**src/rtl/ibus_arbiter_if.sv**
```systemverilog
// Bus bundle between the two instruction-memory requesters, the arbiter and the memory port.
// The arbiter uses the slave view; the environment (requesters plus memory) uses the master view.
interface ibus_arbiter_if;
  logic        m0_rd_en;
  logic [31:0] m0_addr;
  logic        m0_gnt;
  logic        m0_rd_valid;
  logic [31:0] m0_rd_data;

  logic        m1_rd_en;
  logic        m1_wr_en;
  logic [31:0] m1_addr;
  logic [31:0] m1_wr_data;
  logic [3:0]  m1_wr_strb;
  logic        m1_gnt;
  logic        m1_rd_valid;
  logic [31:0] m1_rd_data;

  logic        mem_rd_en;
  logic        mem_wr_en;
  logic [31:0] mem_addr;
  logic [31:0] mem_wr_data;
  logic [3:0]  mem_wr_strb;
  logic [31:0] mem_rd_data;

  modport slave (
    input  m0_rd_en, m0_addr,
    output m0_gnt, m0_rd_valid, m0_rd_data,
    input  m1_rd_en, m1_wr_en, m1_addr, m1_wr_data, m1_wr_strb,
    output m1_gnt, m1_rd_valid, m1_rd_data,
    output mem_rd_en, mem_wr_en, mem_addr, mem_wr_data, mem_wr_strb,
    input  mem_rd_data
  );

  modport master (
    output m0_rd_en, m0_addr,
    input  m0_gnt, m0_rd_valid, m0_rd_data,
    output m1_rd_en, m1_wr_en, m1_addr, m1_wr_data, m1_wr_strb,
    input  m1_gnt, m1_rd_valid, m1_rd_data,
    input  mem_rd_en, mem_wr_en, mem_addr, mem_wr_data, mem_wr_strb,
    output mem_rd_data
  );
endinterface

```
**src/rtl/ibus_arbiter.sv**
```systemverilog
// Two-port instruction memory arbiter: fixed priority to fetch with a starvation guard for
// the loader port, and an owner-tag pipe that routes read data back to the requesting port.
module ibus_arbiter #(
  parameter int RD_LATENCY = 1,
  parameter int MAX_WAIT   = 4
) (
  input  logic            clk,
  input  logic            rst_n,
  ibus_arbiter_if.slave   bus
);

  localparam int             CW       = $clog2(MAX_WAIT + 1);
  localparam logic [CW-1:0]  WAIT_MAX = CW'(MAX_WAIT);
  localparam logic           OWN_M0   = 1'b0;
  localparam logic           OWN_M1   = 1'b1;

  logic [CW-1:0]          wait_cnt_q, wait_cnt_d;
  logic [RD_LATENCY-1:0]  vld_q;
  logic [RD_LATENCY-1:0]  own_q;
  logic                   m1_req, gnt0, gnt1, rd_issue, rd_owner;
  logic                   resp_vld;

  always_comb begin
    m1_req = bus.m1_rd_en | bus.m1_wr_en;
    // Grants are gated by rst_n so nothing reaches memory while reset is held.
    gnt1   = rst_n & m1_req & ((wait_cnt_q == WAIT_MAX) | ~bus.m0_rd_en);
    gnt0   = rst_n & bus.m0_rd_en & ~gnt1;

    wait_cnt_d = wait_cnt_q;
    if (!m1_req || gnt1)
      wait_cnt_d = '0;
    else if (wait_cnt_q != WAIT_MAX)
      wait_cnt_d = wait_cnt_q + CW'(1);

    bus.mem_rd_en   = 1'b0;
    bus.mem_wr_en   = 1'b0;
    bus.mem_addr    = '0;
    bus.mem_wr_data = '0;
    bus.mem_wr_strb = '0;
    rd_issue        = 1'b0;
    rd_owner        = OWN_M0;
    if (gnt0) begin
      bus.mem_rd_en = 1'b1;
      bus.mem_addr  = bus.m0_addr;
      rd_issue      = 1'b1;
    end else if (gnt1) begin
      // A simultaneous read+write request is a plain write with no response.
      bus.mem_rd_en   = bus.m1_rd_en & ~bus.m1_wr_en;
      bus.mem_wr_en   = bus.m1_wr_en;
      bus.mem_addr    = bus.m1_addr;
      bus.mem_wr_data = bus.m1_wr_data;
      bus.mem_wr_strb = bus.m1_wr_strb;
      rd_issue        = bus.m1_rd_en & ~bus.m1_wr_en;
      rd_owner        = OWN_M1;
    end

    bus.m0_gnt = gnt0;
    bus.m1_gnt = gnt1;

    resp_vld        = vld_q[RD_LATENCY-1];
    bus.m0_rd_valid = resp_vld & (own_q[RD_LATENCY-1] == OWN_M0);
    bus.m1_rd_valid = resp_vld & (own_q[RD_LATENCY-1] == OWN_M1);
    bus.m0_rd_data  = bus.m0_rd_valid ? bus.mem_rd_data : '0;
    bus.m1_rd_data  = bus.m1_rd_valid ? bus.mem_rd_data : '0;
  end

  always_ff @(posedge clk or negedge rst_n) begin
    if (!rst_n) begin
      wait_cnt_q <= '0;
      vld_q      <= '0;
    end else begin
      wait_cnt_q <= wait_cnt_d;
      vld_q[0]   <= rd_issue;
      for (int i = 1; i < RD_LATENCY; i++)
        vld_q[i] <= vld_q[i-1];
    end
  end

  // Owner tags are only meaningful alongside a set valid bit, so they carry no reset.
  always_ff @(posedge clk) begin
    own_q[0] <= rd_owner;
    for (int i = 1; i < RD_LATENCY; i++)
      own_q[i] <= own_q[i-1];
  end

endmodule

```
**src/flat_wrapper.sv**
```systemverilog
// flat-port wrapper written by rule: the top's interface ports become plain ports
module ibus_arbiter_flat 
#(
  parameter int RD_LATENCY = 1,
  parameter int MAX_WAIT   = 4
)
  (clk, rst_n, bus_m0_rd_en, bus_m0_addr, bus_m0_gnt, bus_m0_rd_valid, bus_m0_rd_data, bus_m1_rd_en, bus_m1_wr_en, bus_m1_addr, bus_m1_wr_data, bus_m1_wr_strb, bus_m1_gnt, bus_m1_rd_valid, bus_m1_rd_data, bus_mem_rd_en, bus_mem_wr_en, bus_mem_addr, bus_mem_wr_data, bus_mem_wr_strb, bus_mem_rd_data);
  ibus_arbiter_if bus_i ();
  input  logic clk;
  input  logic rst_n;
  input wire logic [$bits(bus_i.m0_rd_en)-1:0] bus_m0_rd_en;
  input wire logic [$bits(bus_i.m0_addr)-1:0] bus_m0_addr;
  output wire logic [$bits(bus_i.m0_gnt)-1:0] bus_m0_gnt;
  output wire logic [$bits(bus_i.m0_rd_valid)-1:0] bus_m0_rd_valid;
  output wire logic [$bits(bus_i.m0_rd_data)-1:0] bus_m0_rd_data;
  input wire logic [$bits(bus_i.m1_rd_en)-1:0] bus_m1_rd_en;
  input wire logic [$bits(bus_i.m1_wr_en)-1:0] bus_m1_wr_en;
  input wire logic [$bits(bus_i.m1_addr)-1:0] bus_m1_addr;
  input wire logic [$bits(bus_i.m1_wr_data)-1:0] bus_m1_wr_data;
  input wire logic [$bits(bus_i.m1_wr_strb)-1:0] bus_m1_wr_strb;
  output wire logic [$bits(bus_i.m1_gnt)-1:0] bus_m1_gnt;
  output wire logic [$bits(bus_i.m1_rd_valid)-1:0] bus_m1_rd_valid;
  output wire logic [$bits(bus_i.m1_rd_data)-1:0] bus_m1_rd_data;
  output wire logic [$bits(bus_i.mem_rd_en)-1:0] bus_mem_rd_en;
  output wire logic [$bits(bus_i.mem_wr_en)-1:0] bus_mem_wr_en;
  output wire logic [$bits(bus_i.mem_addr)-1:0] bus_mem_addr;
  output wire logic [$bits(bus_i.mem_wr_data)-1:0] bus_mem_wr_data;
  output wire logic [$bits(bus_i.mem_wr_strb)-1:0] bus_mem_wr_strb;
  input wire logic [$bits(bus_i.mem_rd_data)-1:0] bus_mem_rd_data;
  assign bus_i.m0_rd_en = bus_m0_rd_en;
  assign bus_i.m0_addr = bus_m0_addr;
  assign bus_m0_gnt = bus_i.m0_gnt;
  assign bus_m0_rd_valid = bus_i.m0_rd_valid;
  assign bus_m0_rd_data = bus_i.m0_rd_data;
  assign bus_i.m1_rd_en = bus_m1_rd_en;
  assign bus_i.m1_wr_en = bus_m1_wr_en;
  assign bus_i.m1_addr = bus_m1_addr;
  assign bus_i.m1_wr_data = bus_m1_wr_data;
  assign bus_i.m1_wr_strb = bus_m1_wr_strb;
  assign bus_m1_gnt = bus_i.m1_gnt;
  assign bus_m1_rd_valid = bus_i.m1_rd_valid;
  assign bus_m1_rd_data = bus_i.m1_rd_data;
  assign bus_mem_rd_en = bus_i.mem_rd_en;
  assign bus_mem_wr_en = bus_i.mem_wr_en;
  assign bus_mem_addr = bus_i.mem_addr;
  assign bus_mem_wr_data = bus_i.mem_wr_data;
  assign bus_mem_wr_strb = bus_i.mem_wr_strb;
  assign bus_i.mem_rd_data = bus_mem_rd_data;
  ibus_arbiter #(.RD_LATENCY(RD_LATENCY), .MAX_WAIT(MAX_WAIT)) u_core (.clk(clk), .rst_n(rst_n), .bus(bus_i));
endmodule
```
**config.mk**
```make
export PLATFORM = sky130hd
export DESIGN_NAME = ibus_arbiter_flat
export DESIGN_NICKNAME = d
export VERILOG_FILES = /design/src/rtl/ibus_arbiter_if.sv /design/src/rtl/ibus_arbiter.sv /design/src/flat_wrapper.sv
export SDC_FILE = /design/constraint.sdc
export NUM_CORES = 1
export LEC_CHECK = 0
export BUFFER_PORTS_ARGS = -buffer_cell sky130_fd_sc_hd__buf_4
export CAP_MARGIN = 0
export CELL_PAD_IN_SITES_DETAIL_PLACEMENT = 1
export CELL_PAD_IN_SITES_GLOBAL_PLACEMENT = 1
export CORE_MARGIN = 5
export CORE_UTILIZATION = 13
export CTS_BUF_LIST = sky130_fd_sc_hd__clkbuf_8 sky130_fd_sc_hd__clkbuf_16
export CTS_CLUSTER_DIAMETER = 120
export DETAILED_ROUTE_END_ITERATION = 12
export MAX_ROUTING_LAYER = met4
export PLACE_DENSITY_LB_ADDON = 0.1
export RECOVER_POWER = 100
export SYNTH_ARGS = -nofsm -noshare
export SYNTH_HDL_FRONTEND = slang
export SYNTH_SLANG_ARGS = --single-unit
export TNS_END_PERCENT = 10
```
**constraint.sdc**
```tcl
create_clock -name clk -period 2.1 [get_ports clk]
set_clock_uncertainty 0.1 [all_clocks]
set_input_delay 0.21 -clock clk [delete_from_list [all_inputs] [get_ports clk]]
set_output_delay 0.21 -clock clk [all_outputs]
set_load 0.03 [all_outputs]
```
# Word-level counts from Yosys, hierarchy flattened
# Index checks and enable logic that the tools add are counted.
# Widths: inputs -> output; s select.
[word_totals] regBits=5 in_bits=137 output_inout_bits=138
[classes] n_mux=15 eq_ne=2 n_reduce_logical=3 addsub=1 bitwise=13
[ops] operator="$mux 32" count=6
[ops] operator="$mux 4" count=2
[ops] operator="$and 1x1->1" count=7
[ops] operator="$mux 3" count=2
[ops] operator="$mux 1" count=5
[ops] operator="$not 1->1" count=4
[ops] operator="$add 3x1->3 const B" count=1
[ops] operator="$eq 3x3->1 const B" count=1
[ops] operator="$ne 3x3->1 const B" count=1
[ops] operator="$or 1x1->1" count=2
[ops] operator="$reduce_bool 2->1" count=1
[ops] operator="$logic_not 1->1" count=1
[ops] operator="$logic_or 1x1->1" count=1

# Longest topological paths before layout
[depth] ltp_word=6 ltp_mapped=6

# Worst setup path after synthesis
# Ideal clock, no wire load.
[synth_timing] kind="register -> register" from="register u_core.wait_cnt_q[0]" to="register u_core.vld_q (netlist: u_core.resp_vld)" slack_ps=211 t_arrival_ps=1579 path_stages_with_launch=6 setup_ps=210 required_ps=1790 path_cell_list="dfrtp_1 > inv_1 > ha_1 > nand2_2 > nand2_1 > a21boi_0"
[synth_between] elab_chain_cells=6 elab_cells_between_ends=7
[synth_lines] item="start, declared" line="ibus_arbiter.sv:17" rtl="logic [CW-1:0] wait_cnt_q, wait_cnt_d;"
[synth_lines] item="start signal, assigned" line="ibus_arbiter.sv:72" rtl="wait_cnt_q <= wait_cnt_d;"
[synth_lines] item="$eq 3x3->1 (*)" line="ibus_arbiter.sv:26" rtl="gnt1 = rst_n & m1_req & ((wait_cnt_q == WAIT_MAX) | ~bus.m0_rd_en);"
[synth_lines] item="$or 1x1->1 (*)" line="ibus_arbiter.sv:26"
[synth_lines] item="$and 1x1->1 (*)" line="ibus_arbiter.sv:26"
[synth_lines] item="$not 1->1" line="ibus_arbiter.sv:27" rtl="gnt0 = rst_n & bus.m0_rd_en & ~gnt1;"
[synth_lines] item="$and 1x1->1" line="ibus_arbiter.sv:27"
[synth_lines] item="$mux 1 (*)"
[synth_lines] item="net bus_mem_rd_en" line="flat_wrapper.sv:24" rtl="output wire logic [$bits(bus_i.mem_rd_en)-1:0] bus_mem_rd_en;"
[synth_lines] item="end signal, assigned by index" line="ibus_arbiter.sv:75" rtl="vld_q[i] <= vld_q[i-1];"
[synth_lines] item="end, declared" line="ibus_arbiter.sv:18" rtl="logic [RD_LATENCY-1:0] vld_q;"
# Mark *: on every way through the listed nets, which the timed path passes. The rest lies on a longest branch.
# A chain may end at the register's enable or synchronous reset.

# Worst setup path after layout
[layout_timing] from="register u_core.wait_cnt_q[0]" to="output port bus_mem_addr[21]"
[layout_between] elab_chain_cells=6 elab_cells_between_ends=7
[layout_lines] item="$eq 3x3->1 (*)" line="ibus_arbiter.sv:26"
[layout_lines] item="$or 1x1->1 (*)" line="ibus_arbiter.sv:26"
[layout_lines] item="$and 1x1->1 (*)" line="ibus_arbiter.sv:26"
[layout_lines] item="$not 1->1" line="ibus_arbiter.sv:27"
[layout_lines] item="$and 1x1->1" line="ibus_arbiter.sv:27"
[layout_lines] item="$mux 32 (*)" line="ibus_arbiter.sv:42" rtl="if (gnt0) begin"
[layout_lines] item="end, declared" line="flat_wrapper.sv:26" rtl="output wire logic [$bits(bus_i.mem_addr)-1:0] bus_mem_addr;"
# Every way passes the cells marked *; elsewhere a longest branch is shown, timed or not.

==> impl_metrics.xml <==
<?xml version="1.0" encoding="UTF-8"?>
<metrics>
  <group name="run_status">
    <metric name="run_status" unit="">finished, final reports clean</metric>
  </group>
  <group name="power">
    <metric name="power.static_leakage" unit="nW">2.13</metric>
    <metric name="report.power.total" unit="mW">1.61</metric>
    <metric name="peakVddDrop" unit="mV">0.151</metric>
    <metric name="pwr_density_cell" unit="nW/um^2">442</metric>
  </group>
  <group name="logic_synthesis">
    <metric name="yosysTopAreaCellShare" unit="">0.324</metric>
    <metric name="synth_largest_area_cell" unit="">and2_1</metric>
    <metric name="fraction_of_registers_with_async_set_reset" unit="">0.800</metric>
    <metric name="synth.yosys.seq_area_share" unit="">0.0889</metric>
    <metric name="synth_area_leaders" unit="">and2_1 32%, a22o_1 21%, and3_1 15%, buf_6 8.3%, dfrtp_1 7.4%</metric>
    <metric name="synth_fp_nets" unit="">319</metric>
    <metric name="synth_edf_count" unit="">0</metric>
    <metric name="syn-cell-area" unit="sq um">1350</metric>
    <metric name="netlist-cell-type-count" unit="">24</metric>
    <metric name="ys.flop_type" unit="">dfrtp_1</metric>
    <metric name="postSynthCellCount" unit="">180</metric>
    <metric name="synth.avg_cell_area" unit="sq um">7.51</metric>
    <metric name="ys.warnings.count" unit="">0</metric>
    <metric name="synth.ff_latch_count" unit="">5</metric>
  </group>
  <group name="timing">
    <metric name="timing.final.crit_period" unit="ns">2.04</metric>
    <metric name="drv_slew" unit="">0</metric>
    <metric name="fmax" unit="GHz">0.490</metric>
    <metric name="final_critical_path_setup_slack" unit="ns">0.0595</metric>
    <metric name="maxSlewHeadroom" unit="">0.618</metric>
    <metric name="setup-tns-final" unit="ns">0</metric>
    <metric name="timing_hold_violations_final" unit="">0</metric>
    <metric name="period_share" unit="">0.972</metric>
    <metric name="timing_worst_slew_pin_value" unit="ns">0.571</metric>
    <metric name="fin_hold_ws" unit="ns">0.168</metric>
    <metric name="setup_viol" unit="">0</metric>
  </group>
  <group name="final_layout">
    <metric name="final_cell_mix" unit="">273 x buf_4, 70 x and2_1, 32 x and3_1, 32 x a22o_1, 8 x buf_6</metric>
    <metric name="final_common_cell" unit="">buf_4</metric>
    <metric name="num-fill-cells" unit="">1302</metric>
    <metric name="multiInputGateArea" unit="sq um">1110</metric>
    <metric name="fin_area" unit="sq um">3650</metric>
    <metric name="final_nets" unit="">590</metric>
    <metric name="final_layout_size_suffix_gt1_frac" unit="">0.653</metric>
    <metric name="regArea" unit="sq um">120</metric>
    <metric name="num_antenna_cells" unit="">0</metric>
    <metric name="synthToLayoutAreaGrowth" unit="%">170</metric>
  </group>
  <group name="clock_network">
    <metric name="worst_setup_hold_path_clk_slew" unit="ns">0.04</metric>
    <metric name="cts_sinks" unit="">5</metric>
    <metric name="h-tree-depth" unit="">1</metric>
    <metric name="cts_root_buffer" unit="">clkbuf_8</metric>
    <metric name="numCtsBuffers" unit="">3</metric>
    <metric name="tritoncts_clock_tree" unit="">yes</metric>
    <metric name="clk-insertion-delay-late" unit="ns">0.23</metric>
    <metric name="cts_max_path_bufs" unit="">2</metric>
  </group>
  <group name="drt">
    <metric name="detail_route.vias_per_cell" unit="">4.21</metric>
    <metric name="drt-wirelength-per-cell" unit="um">18.0</metric>
    <metric name="vias" unit="">2465</metric>
    <metric name="dr.first_iter.drc_count" unit="">86</metric>
    <metric name="ant_nets" unit="">0</metric>
    <metric name="drt_pre_antenna_iters" unit="">4</metric>
    <metric name="route.final.wire_length" unit="mm">10.6</metric>
    <metric name="drt_drc_violations_left" unit="">0</metric>
  </group>
  <group name="place">
    <metric name="port_buffers" unit="">274</metric>
    <metric name="detailedPlace.worstSlack" unit="ns">0.154</metric>
    <metric name="placed_wire_length_estimate" unit="mm">8.78</metric>
    <metric name="placement.cell_area" unit="sq um">3490</metric>
    <metric name="gp_congestion" unit="">0.781</metric>
  </group>
  <group name="critical_path">
    <metric name="critical_path_peak_fanout" unit="">14</metric>
    <metric name="crit-reg2reg-launch" unit="">u_core.wait_cnt_q[0]</metric>
    <metric name="critical_path_s_slowest_cell" unit="">dfrtp_1</metric>
    <metric name="path_buf_inv" unit="">4</metric>
    <metric name="cp.depth" unit="">8</metric>
    <metric name="cp-end-kind" unit="">output pin</metric>
    <metric name="timing.critical_path.slowest_cell_delay" unit="ns">0.39</metric>
    <metric name="critical_path_arrival" unit="ns">1.73</metric>
    <metric name="r2r_setup_slack" unit="ns">0.60</metric>
    <metric name="required" unit="ns">1.79</metric>
    <metric name="crit_end" unit="">bus_mem_addr[21]</metric>
    <metric name="number_of_cells_on_the_worst_reg_to_reg_path" unit="">6</metric>
    <metric name="crit_path_start_kind" unit="">register</metric>
    <metric name="critical_path.top_delay_family" unit="">buffers and inverters</metric>
    <metric name="crit_type" unit="">register to output pin</metric>
    <metric name="path_cells" unit="">inv_2 &gt; ha_4 &gt; nand2_4 &gt; a21oi_4 &gt; buf_6 &gt; buf_16 &gt; a22o_1 &gt; buf_4</metric>
    <metric name="cp-startpoint" unit="">u_core.wait_cnt_q[0]</metric>
    <metric name="rr_endpoint" unit="">u_core.wait_cnt_q[2]</metric>
  </group>
  <group name="grt">
    <metric name="vias_in_the_first_global_route" unit="">2646</metric>
    <metric name="grt_antenna_before_repair" unit="">0</metric>
    <metric name="grt_use_total" unit="">0.156</metric>
    <metric name="grt_first_pass_wirelength" unit="mm">14.9</metric>
    <metric name="globalRoute.totalOverflow" unit="">0</metric>
    <metric name="largest_net_degree_at_the_start_of_global_routing" unit="">41</metric>
  </group>
  <group name="floorplanning">
    <metric name="initial_core_util" unit="">0.132</metric>
    <metric name="die_w" unit="um">112</metric>
    <metric name="die_h" unit="um">112</metric>
    <metric name="core_region_area" unit="sq um">10200</metric>
    <metric name="placementRows" unit="">37</metric>
    <metric name="design.die.area" unit="sq um">12500</metric>
    <metric name="num_io_pins" unit="">275</metric>
  </group>
  <group name="job">
    <metric name="cap_violations" unit="">0</metric>
  </group>
  <group name="worst_hold_path">
    <metric name="timing.hold.worst.class" unit="">primary input to register</metric>
  </group>
</metrics>
-- power by group --
part / total (mW) / switching (mW) / internal [mW]
combinational: 1.29 / 0.696 / 0.592
clock: 0.181 / 0.0550 / 0.126
sequential: 0.145 / 0.0220 / 0.123
total: 1.61 / 0.773 / 0.841
-- how the worst min path moves through the flow --
| stage | start | to | slack [ns] | cells past startpoint |
|---|---|---|---|---|
| after floorplan | rst_n | u_core.resp_vld | -0.19 | 0 |
| after global placement | rst_n | u_core.wait_cnt_q[2] | -0.07 | 1 |
| after detailed placement | rst_n | u_core.wait_cnt_q[2] | -0.07 | 1 |
| after CTS | bus_m0_rd_en | u_core.own_q | 0.16 | 2 |
| after global routing | bus_m0_rd_en | u_core.own_q | 0.17 | 2 |
| final | bus_m0_rd_en | u_core.own_q | 0.17 | 2 |
-- cell families after synthesis --
logic type,synth area share
simple gates,0.505
buf+inv,0.114
compound gates,0.260
xor+xnor,0.00648
mux,0.00741
flops,0.0889
fa+ha+maj,0.0185
-- synth_stat cells, types with 2 or more instances --
master and instances:
and3_1 32, dfrtp_1 4, nor3_1 3, buf_6 10, a21boi_0 2, a22o_1 32, and2_1 70, ha_1 2
clkbuf_1 9, inv_1 2
-- layout make-up --
cell class	instances	share of cell area
sequential	5	0.0329
multi-input combinational	155	0.305
clock inverter	1	0.00103
timing repair buffer	284	0.601
tap	136	0.0466
clock buffer	3	0.0113
inverter	2	0.00205
-- routing by layer --
layer	wire [um]	global-route usage	up-vias
li1	-	-	1174
met1	3470	0.142	1134
met3	1120	0.0533	4
met4	55	0.0240	0
met2	5910	0.315	153
met5	0	-	-
-- repair_timing --
| action | in CTS | in global routing |
|---|---|---|
| resized for setup | 4 | 12 |
| pin swaps | 2 | 3 |
| hold buffers | 1 | 0 |
| gates cloned | 2 | 0 |
| buffers inserted | 4 | 1 |
| setup endpoints to repair | 69 | 29 |
| hold endpoints to repair | 4 | 0 |
-- metrics by stage --
step | utilization | instances
floorplan | - | 180
global placement | 0.341 | 575
detailed placement | 0.341 | 575
CTS | 0.354 | 586
global route | 0.357 | 586
finish | 0.357 | 586
-- registers in the layout, summed over array words and instances, names as in the netlist --
name               count
u_core.own_q           1
u_core.wait_cnt_q      3
u_core.resp_vld        1
Note: power is estimated with default switching activity, not from simulation.
